**src/rtl/univ_shift_reg_burst.sv**
```systemverilog
// Universal shift register with parallel load, arithmetic right shift and counted burst shifting.
// Optional rotate support is enabled at compile time with SHREG_ROTATE_EN.
module univ_shift_reg_burst #(
    parameter int unsigned WIDTH    = 8,
    parameter int unsigned CNT_W    = 4,
    parameter int unsigned CONFLICT = 2
) (
    input  logic             clk,
    input  logic             reset,
    input  logic             load,
    input  logic             left,
    input  logic             right,
    input  logic             shift_in,
    input  logic             arith,
    input  logic             rot,
    input  logic             burst_start,
    input  logic [CNT_W-1:0] burst_cnt,
    input  logic [WIDTH-1:0] data,
    output logic [WIDTH-1:0] q,
    output logic             shift_out,
    output logic             busy,
    output logic             done
);

    typedef enum logic [1:0] {S_IDLE, S_BURST, S_DONE} state_t;
    typedef enum logic [1:0] {DIR_NONE, DIR_L, DIR_R} dir_t;

`ifdef SHREG_ROTATE_EN
    localparam logic ROT_EN = 1'b1;
`else
    localparam logic ROT_EN = 1'b0;
`endif

    state_t           state, state_nxt;
    dir_t             dir_c;
    dir_t             lat_dir, lat_dir_nxt;
    logic             lat_arith, lat_arith_nxt;
    logic             lat_rot, lat_rot_nxt;
    logic [CNT_W-1:0] cnt, cnt_nxt;
    logic [WIDTH-1:0] q_nxt;
    logic             so_nxt;
    logic             busy_nxt;
    logic             done_nxt;
    logic             rot_eff_c;

    // Rotate request is masked to zero when the feature is compiled out
    assign rot_eff_c = rot & ROT_EN;

    // Returns {bit shifted out, new register value}; rotate overrides arithmetic fill
    function automatic logic [WIDTH:0] shift_fn(input logic [WIDTH-1:0] v, input dir_t d,
                                                input logic a, input logic r, input logic si);
        logic sin;
        sin = si;
        if (d == DIR_L) begin
            if (r) sin = v[WIDTH-1];
            return {v[WIDTH-1], v[WIDTH-2:0], sin};
        end
        if (r)      sin = v[0];
        else if (a) sin = v[WIDTH-1];
        return {v[0], sin, v[WIDTH-1:1]};
    endfunction

    // Direction resolve with compile-time policy for left and right together
    always_comb begin
        dir_c = DIR_NONE;
        if (left && !right)      dir_c = DIR_L;
        else if (right && !left) dir_c = DIR_R;
        else if (left && right) begin
            if (CONFLICT == 0)      dir_c = DIR_L;
            else if (CONFLICT == 1) dir_c = DIR_R;
            else                    dir_c = DIR_NONE;
        end
    end

    always_ff @(posedge clk or negedge reset) begin
        if (!reset) begin
            state     <= S_IDLE;
            q         <= '0;
            shift_out <= 1'b0;
            busy      <= 1'b0;
            done      <= 1'b0;
            cnt       <= '0;
            lat_dir   <= DIR_NONE;
            lat_arith <= 1'b0;
            lat_rot   <= 1'b0;
        end else begin
            state     <= state_nxt;
            q         <= q_nxt;
            shift_out <= so_nxt;
            busy      <= busy_nxt;
            done      <= done_nxt;
            cnt       <= cnt_nxt;
            lat_dir   <= lat_dir_nxt;
            lat_arith <= lat_arith_nxt;
            lat_rot   <= lat_rot_nxt;
        end
    end

    always_comb begin
        state_nxt     = state;
        q_nxt         = q;
        so_nxt        = shift_out;
        cnt_nxt       = cnt;
        lat_dir_nxt   = lat_dir;
        lat_arith_nxt = lat_arith;
        lat_rot_nxt   = lat_rot;

        case (state)
            S_IDLE: begin
                if (load) begin
                    q_nxt = data;
                end else if (burst_start && dir_c != DIR_NONE) begin
                    lat_dir_nxt   = dir_c;
                    lat_arith_nxt = arith;
                    lat_rot_nxt   = rot_eff_c;
                    cnt_nxt       = burst_cnt;
                    state_nxt     = (burst_cnt == '0) ? S_DONE : S_BURST;
                end else if (dir_c != DIR_NONE) begin
                    {so_nxt, q_nxt} = shift_fn(q, dir_c, arith, rot_eff_c, shift_in);
                end
            end
            S_BURST: begin
                {so_nxt, q_nxt} = shift_fn(q, lat_dir, lat_arith, lat_rot, shift_in);
                cnt_nxt = cnt - CNT_W'(1);
                if (cnt <= CNT_W'(1)) state_nxt = S_DONE;
            end
            S_DONE: begin
                state_nxt = S_IDLE;
            end
            default: begin
                state_nxt = S_IDLE;
            end
        endcase

        busy_nxt = (state_nxt == S_BURST);
        done_nxt = (state_nxt == S_DONE);
    end

endmodule

```
**config.mk**
```make
export PLATFORM = sky130hd
export DESIGN_NAME = univ_shift_reg_burst
export DESIGN_NICKNAME = d
export VERILOG_FILES = /design/src/rtl/univ_shift_reg_burst.sv
export SDC_FILE = /design/constraint.sdc
export NUM_CORES = 1
export LEC_CHECK = 0
export ABC_AREA = 1
export CAP_MARGIN = 15
export CELL_PAD_IN_SITES_DETAIL_PLACEMENT = 1
export CELL_PAD_IN_SITES_GLOBAL_PLACEMENT = 2
export CORE_MARGIN = 1.5
export CORE_UTILIZATION = 27
export CTS_CLUSTER_SIZE = 30
export DETAILED_ROUTE_END_ITERATION = 6
export PLACE_DENSITY = 0.84
export REMOVE_ABC_BUFFERS = 1
export SLEW_MARGIN = 20
export SYNTH_ARGS = -nofsm -noshare
export SYNTH_HDL_FRONTEND = slang
export SYNTH_SLANG_ARGS = --single-unit
```
**constraint.sdc**
```tcl
create_clock -name clk -period 1.48 [get_ports clk]
set_clock_uncertainty 0.2 [all_clocks]
set_input_delay 0.148 -clock clk [delete_from_list [all_inputs] [get_ports clk]]
set_output_delay 0.148 -clock clk [all_outputs]
set_load 0.005 [all_outputs]
```
==> reports/metrics.cfg, run 1 <==
[setup_path]
critPathKind=primary input to register
r2r-start=state[0]
cpMostUsedCell=nand2_1
crit_required_ns=1.44
critPathBufInv=2
crit_path_start_kind=primary input
max_stage_delay_ns=0.59
worstPathMaxFanout=17
worstPathArrival_ns=1.41
path_cells=clkdlybuf4s50_1, inv_6, or2_2, nand3_1, nand2_1, nand2_1, nand2_1
r2r_end=q[0]
crit_path_top_delay_cell=clkdlybuf4s50_1
rrSetupSlack_ns=0.06
critPathTopFamily=buffers and inverters
r2r_cells=6
end_kind=register

[clock_tree]
ctsHoldBuffers=0
cts.sinks=20
htree_levels=1
cts_buffers=3
clock_tree.root_cell=clkbuf_8
clk_latency_ns=0.26
cts_tree=yes
path_clk_slew_ns=0.08
clockBufferDepth=2

[worst_hold_path]
hold_class=primary input to async pin

[pwr]
powerDensity_nw_per_um2=1760
cellLeakagePower_nw=1.13
peakVddDrop_uv=787

[timing]
grt_setup_unrepaired=true
worst_pin_slew_ns=0.291
fmax_mhz=692
fin_hold_ws_ns=0.0262
fin_crit_ns=1.44
finalMaxSlewViolations=0
relSlewSlack=0.806
timing.final.crit_share=0.976
timing.final.hold_violations=0
setup_violations=0

[status]
outcome=finished clean

[placed_design]
routabilityCongestion=0.779
hpwl_mm=3.23
io_buffers=30

[routing]
num_vias=1586
wl_mm=4.56
wl_per_cell_um=13.3
drtPass1Iterations=4
drc=0
viasPerCell=4.62
ant_nets=0
drt_iter0_drc=60

[finish]
final_common_cell=nand2_1
antenna_cells=0
drive_gt1_frac=0.234
fin_nets=299
area_delta_synth_final_pct=49.6
fin_util=0.423
final_cell_mix=nand2_1, nand3_1, buf_4, inv_1, clkdlybuf4s50_1

[global_route]
grt-ovfl-total=0
grt_pass1_wl_mm=7.91
grt_pass1_vias=1646
grt_antenna_before_repair=0
grt_max_degree=21
grt_use_total=0.170

[synth]
yosysWarnings=0
ys_seq_area_frac=0.344
synth_area_per_cell_um2=6.73
synth.distinct_cells=23
ys_ff_latch=20
syn_inst=216
netlist_area_um2=1450

[floorplan]
core_area_um2=5140
die_w_um=76.4
die_y_um=76.4
rows=26
io_pins=32
start_util=0.283
die-area_um2=5830

[flow_run]
cap_violations=0

==> routing by layer <==
layer  up-vias  part of all wire  track usage
li1        795                 -            -
met1       758              0.45        0.205
met2        29              0.52        0.315
met3         4             0.029       0.0275
met4         0            0.0064       0.0333
met5         -                 0            0
==> area by class of cell <==
type | count | area [µm²]
Timing Repair Buffer | 57 | 520
Tap cell | 70 | 87.6
Clock buffer | 3 | 41.3
Sequential cell | 20 | 503
Clock inverter | 1 | 30.0
Inverter | 28 | 121
Multi-Input combinational cell | 164 | 871
Fill cell | 672 | 2970
==> cell families (layout without fill, tap and decap cells) <==
family | count (synthesis) | in the layout | share of synthesized area
AO/OA/AOI/OAI | 18 | 18 | 0.0688
adder cells (fa/ha/maj) | 4 | 4 | 0.0344
AND/OR/NAND/NOR | 141 | 142 | 0.441
flip-flops | 20 | 20 | 0.344
buffers and inverters | 33 | 89 | 0.112
==> registers in the layout (all words and copies together) (netlist names) <==
signal,count
busy,1
cnt,4
done,1
lat_arith,1
lat_dir,2
q,8
shift_out,1
state,2
==> report_power, final <==
part	total, W	switching [W]	internal, W
Combinational	0.00228	0.00123	0.00105
Clock	0.000563	0.000201	0.000361
Sequential	0.000994	0.000185	0.000809
==> how the worst max path moves through the flow <==
stage,startpoint,endpoint,slack (ns),cells after the start
after global routing,state[1],q[7],-0.03,8
after detailed placement,left,cnt[2],-0.61,7
final,load,q[0],0.04,7
after CTS,shift_out,shift_out,0.002,1
after global placement,left,cnt[2],-0.44,7
after floorplan,right,q[7],0.08,9
==> Yosys cell counts <==
library cell  instances  area, µm²
nand3_1              28        140
o21ai_1               6       30.0
or2_2                 7       43.8
o21ai_0               5       25.0
clkinv_1              1       3.75
nand2_4               2       22.5
nor2_1               10       37.5
inv_2                 3       11.3
buf_6                 2       22.5
dfrtp_1              20        500
o22ai_1               2       12.5
ha_1                  4       50.1
nand2_1              86        323
buf_2                 2       10.0
buf_12                1       20.0
nand4_1               1       6.26
o211ai_1              3       22.5
nor2_2                1       6.26
inv_1                23       86.3
nor2_4                1       11.3
nand3_2               5       50.1
a21oi_1               2       10.0
inv_6                 1       8.76
==> timing repair <==
item,4_1_cts,5_1_grt
setup buffers,9,3
pin swaps,2,5
cloned,1,0
gates resized for setup,25,13
setup endpoints to repair,29,17
==> worst register-to-register path: stages, from the launching register on <==
cell	delay, ns
dfrtp_2	0.48
nor2_4	0.21
nand3_4	0.12
nand2_4	0.13
inv_6	0.06
nand2_1	0.07
nand2_1	0.05
==> metrics by stage <==
step / TNS (ns) / power, W / setup slack (ns) / cells / cell area, µm²
after CTS: 0 / 0.00381 / 0.00223 / 340 / 2130
after global routing: -0.0977 / 0.00421 / -0.0286 / 343 / 2170
after global placement: -7.72 / 0.00293 / -0.440 / 326 / 1910
final: 0 / 0.00383 / 0.0355 / 343 / 2170
after detailed placement: -9.05 / 0.00300 / -0.611 / 326 / 1910
after floorplan: 0 / 0.00212 / 0.0755 / 211 / 1400
(Power assumes the default switching activity.)
==> run 2, diff against run 1 <==
--- a/config.mk
+++ b/config.mk
@@ -15,7 +15,6 @@
 export DETAILED_ROUTE_END_ITERATION = 6
 export PLACE_DENSITY = 0.84
 export REMOVE_ABC_BUFFERS = 1
-export SLEW_MARGIN = 20
 export SYNTH_ARGS = -nofsm -noshare
 export SYNTH_HDL_FRONTEND = slang
 export SYNTH_SLANG_ARGS = --single-unit
==> results of run 2 <==
Final layout, timing and power as in run 1 (identical DEF).
==> run 3, diff against run 2 <==
--- a/config.mk
+++ b/config.mk
@@ -6,11 +6,12 @@
 export NUM_CORES = 1
 export LEC_CHECK = 0
 export ABC_AREA = 1
-export CAP_MARGIN = 15
+export CAP_MARGIN = 20
 export CELL_PAD_IN_SITES_DETAIL_PLACEMENT = 1
 export CELL_PAD_IN_SITES_GLOBAL_PLACEMENT = 2
 export CORE_MARGIN = 1.5
 export CORE_UTILIZATION = 27
+export CTS_BUF_LIST = sky130_fd_sc_hd__clkbuf_16
 export CTS_CLUSTER_SIZE = 30
 export DETAILED_ROUTE_END_ITERATION = 6
 export PLACE_DENSITY = 0.84
==> run 3 against run 2 <==
Effect of this change:
- global-route usage grew 0.51 points
- utilization grew 1.4 points
- cell area is 3.2% higher
- sequential power is essentially flat
- die area did not move
- fmax down 0.20%
- cell count up 0.58%
- worst setup slack worse by 0.0029 ns
- routed wire length up 4.0%
- largest cell class unchanged
==> reports/metrics.cfg, run 3 (synthesis gave the netlist of run 1 again) <==
[timing]
tns_ns=0
fmax_mhz=691
timing.final.hold_violations=0
setup_violations=0
finalMaxSlewViolations=0
timing.final.crit_share=0.978
grt_setup_unrepaired=true
fin_crit_ns=1.45
finalWorstSetupSlack_ns=0.0325
worst_pin_slew_ns=0.292
relSlewSlack=0.805

[clock_tree]
clock_tree.root_cell=clkbuf_16
htree_levels=1
path_clk_slew_ns=0.06
ctsHoldBuffers=0
cts.sinks=20
cts_buffers=3
clockBufferDepth=2
cts_tree=yes
clk_latency_ns=0.26

[setup_path]
end_kind=output pin
crit_required_ns=1.13
crit_path_start_kind=register
critPathTopFamily=buffers and inverters
max_stage_delay_ns=0.50
worstPathArrival_ns=1.10
critPathKind=register to output pin
critPathBufInv=1
crit_path_top_delay_cell=clkdlybuf4s50_1
path_cells=clkdlybuf4s50_1
worstPathMaxFanout=2

[routing]
drt_iter0_drc=59
ant_nets=0
wl_met2_mm=2.45
m1WireLength_mm=2.10
viasPerCell=4.62
wl_per_cell_um=13.8
num_vias=1594
wl_mm=4.75
wl_met3_um=140
top_layer=met4
drc=0
drtPass1Iterations=4

[finish]
drive_gt1_frac=0.244
fin_nets=301
fillers=675
largest_register_ff_count=8
final_common_cell=nand2_1
largest_registers=q (8), cnt (4)
stdcell_count=345
fin_area_um2=2240
antenna_cells=0
final_cell_mix=nand2_1, nand3_1, buf_4, inv_1, clkdlybuf4s50_1
area_delta_synth_final_pct=54.4
largest_register=q

[global_route]
grt_pass1_vias=1661
grt-ovfl-total=0
grt_use_total=0.175
grt_antenna_before_repair=0
grt_max_degree=21
grt_pass1_wl_mm=8.04

[floorplan]
core_area_um2=5140
start_util=0.283
die_y_um=76.4
die_w_um=76.4
die-area_um2=5830
io_pins=32
rows=26

[worst_hold_path]
hold_class=primary input to async pin

[status]
outcome=finished clean

[placed_design]
place_inst=326
hpwl_mm=3.23
io_buffers=30
place_ws_ns=-0.611
routabilityCongestion=0.779
postPlaceCellArea_um2=1910

[pwr]
cellLeakagePower_nw=1.19
powerDensity_nw_per_um2=1860
peakVddDrop_uv=840

[flow_run]
cap_violations=0

run 3: changes by cell type in the layout (fill, tap and decap cells not counted), moves of 2 or more:
cell,change
buf_4,+2
clkbuf_16,+3
clkbuf_8,-3
dlygate4sd2_1,-5
dlymetal6s2s_1,+4
inv_4,+2
run 3: where the power goes:
part	switching [W]	total, W	internal [W]
clock	0.000228	0.000765	0.000538
sequential	0.000192	0.00100	0.000811
combinational	0.00125	0.00240	0.00114
run 3: timing repair:
| item | 4_1_cts | 5_1_grt |
|---|---|---|
| cloned | 1 | 0 |
| pin swaps | 3 | 4 |
| setup buffers | 8 | 6 |
| gates resized for setup | 20 | 14 |
| setup endpoints to repair | 28 | 22 |
run 3: worst paths after layout:
path	startpoint	endpoint	slack, ns	cells after the start
hold reg to reg	lat_arith	lat_arith	0.31	2
setup / recovery	q[3]	q[3]	0.03	1
setup reg to reg	state[0]	cnt[2]	0.05	6
max in group asynchronous	reset	state[0]	0.79	2
min in group clk	load	lat_arith	0.26	4
hold / removal	reset	q[1]	0.04	2
run 3: layout make-up:
class | instances | area [µm²] | share of cell area
repair buffers | 59 | 561 | 0.250
well taps | 70 | 87.6 | 0.0390
clock buffers | 3 | 75.1 | 0.0334
clock inverters | 1 | 30.0 | 0.0134
flip-flops and latches | 20 | 503 | 0.224
multi-input cells | 164 | 873 | 0.389
inverters | 28 | 115 | 0.0513
run 3: per-layer routing:
layer,vias to the layer above,GRT usage
met1,759,0.206
met3,7,0.0323
met4,0,0.0426
li1,801,-
met5,-,0
met2,27,0.323
run 3: through the flow:
step / power [W] / util / hold slack, ns
2_1_floorplan: 0.00212 / - / -0.348
3_3_place_gp: 0.00293 / 0.372 / 0.279
3_5_place_dp: 0.00300 / 0.372 / 0.300
4_1_cts: 0.00406 / 0.420 / 0.0454
5_1_grt: 0.00454 / 0.437 / 0.0785
6_report: 0.00417 / 0.437 / 0.0399
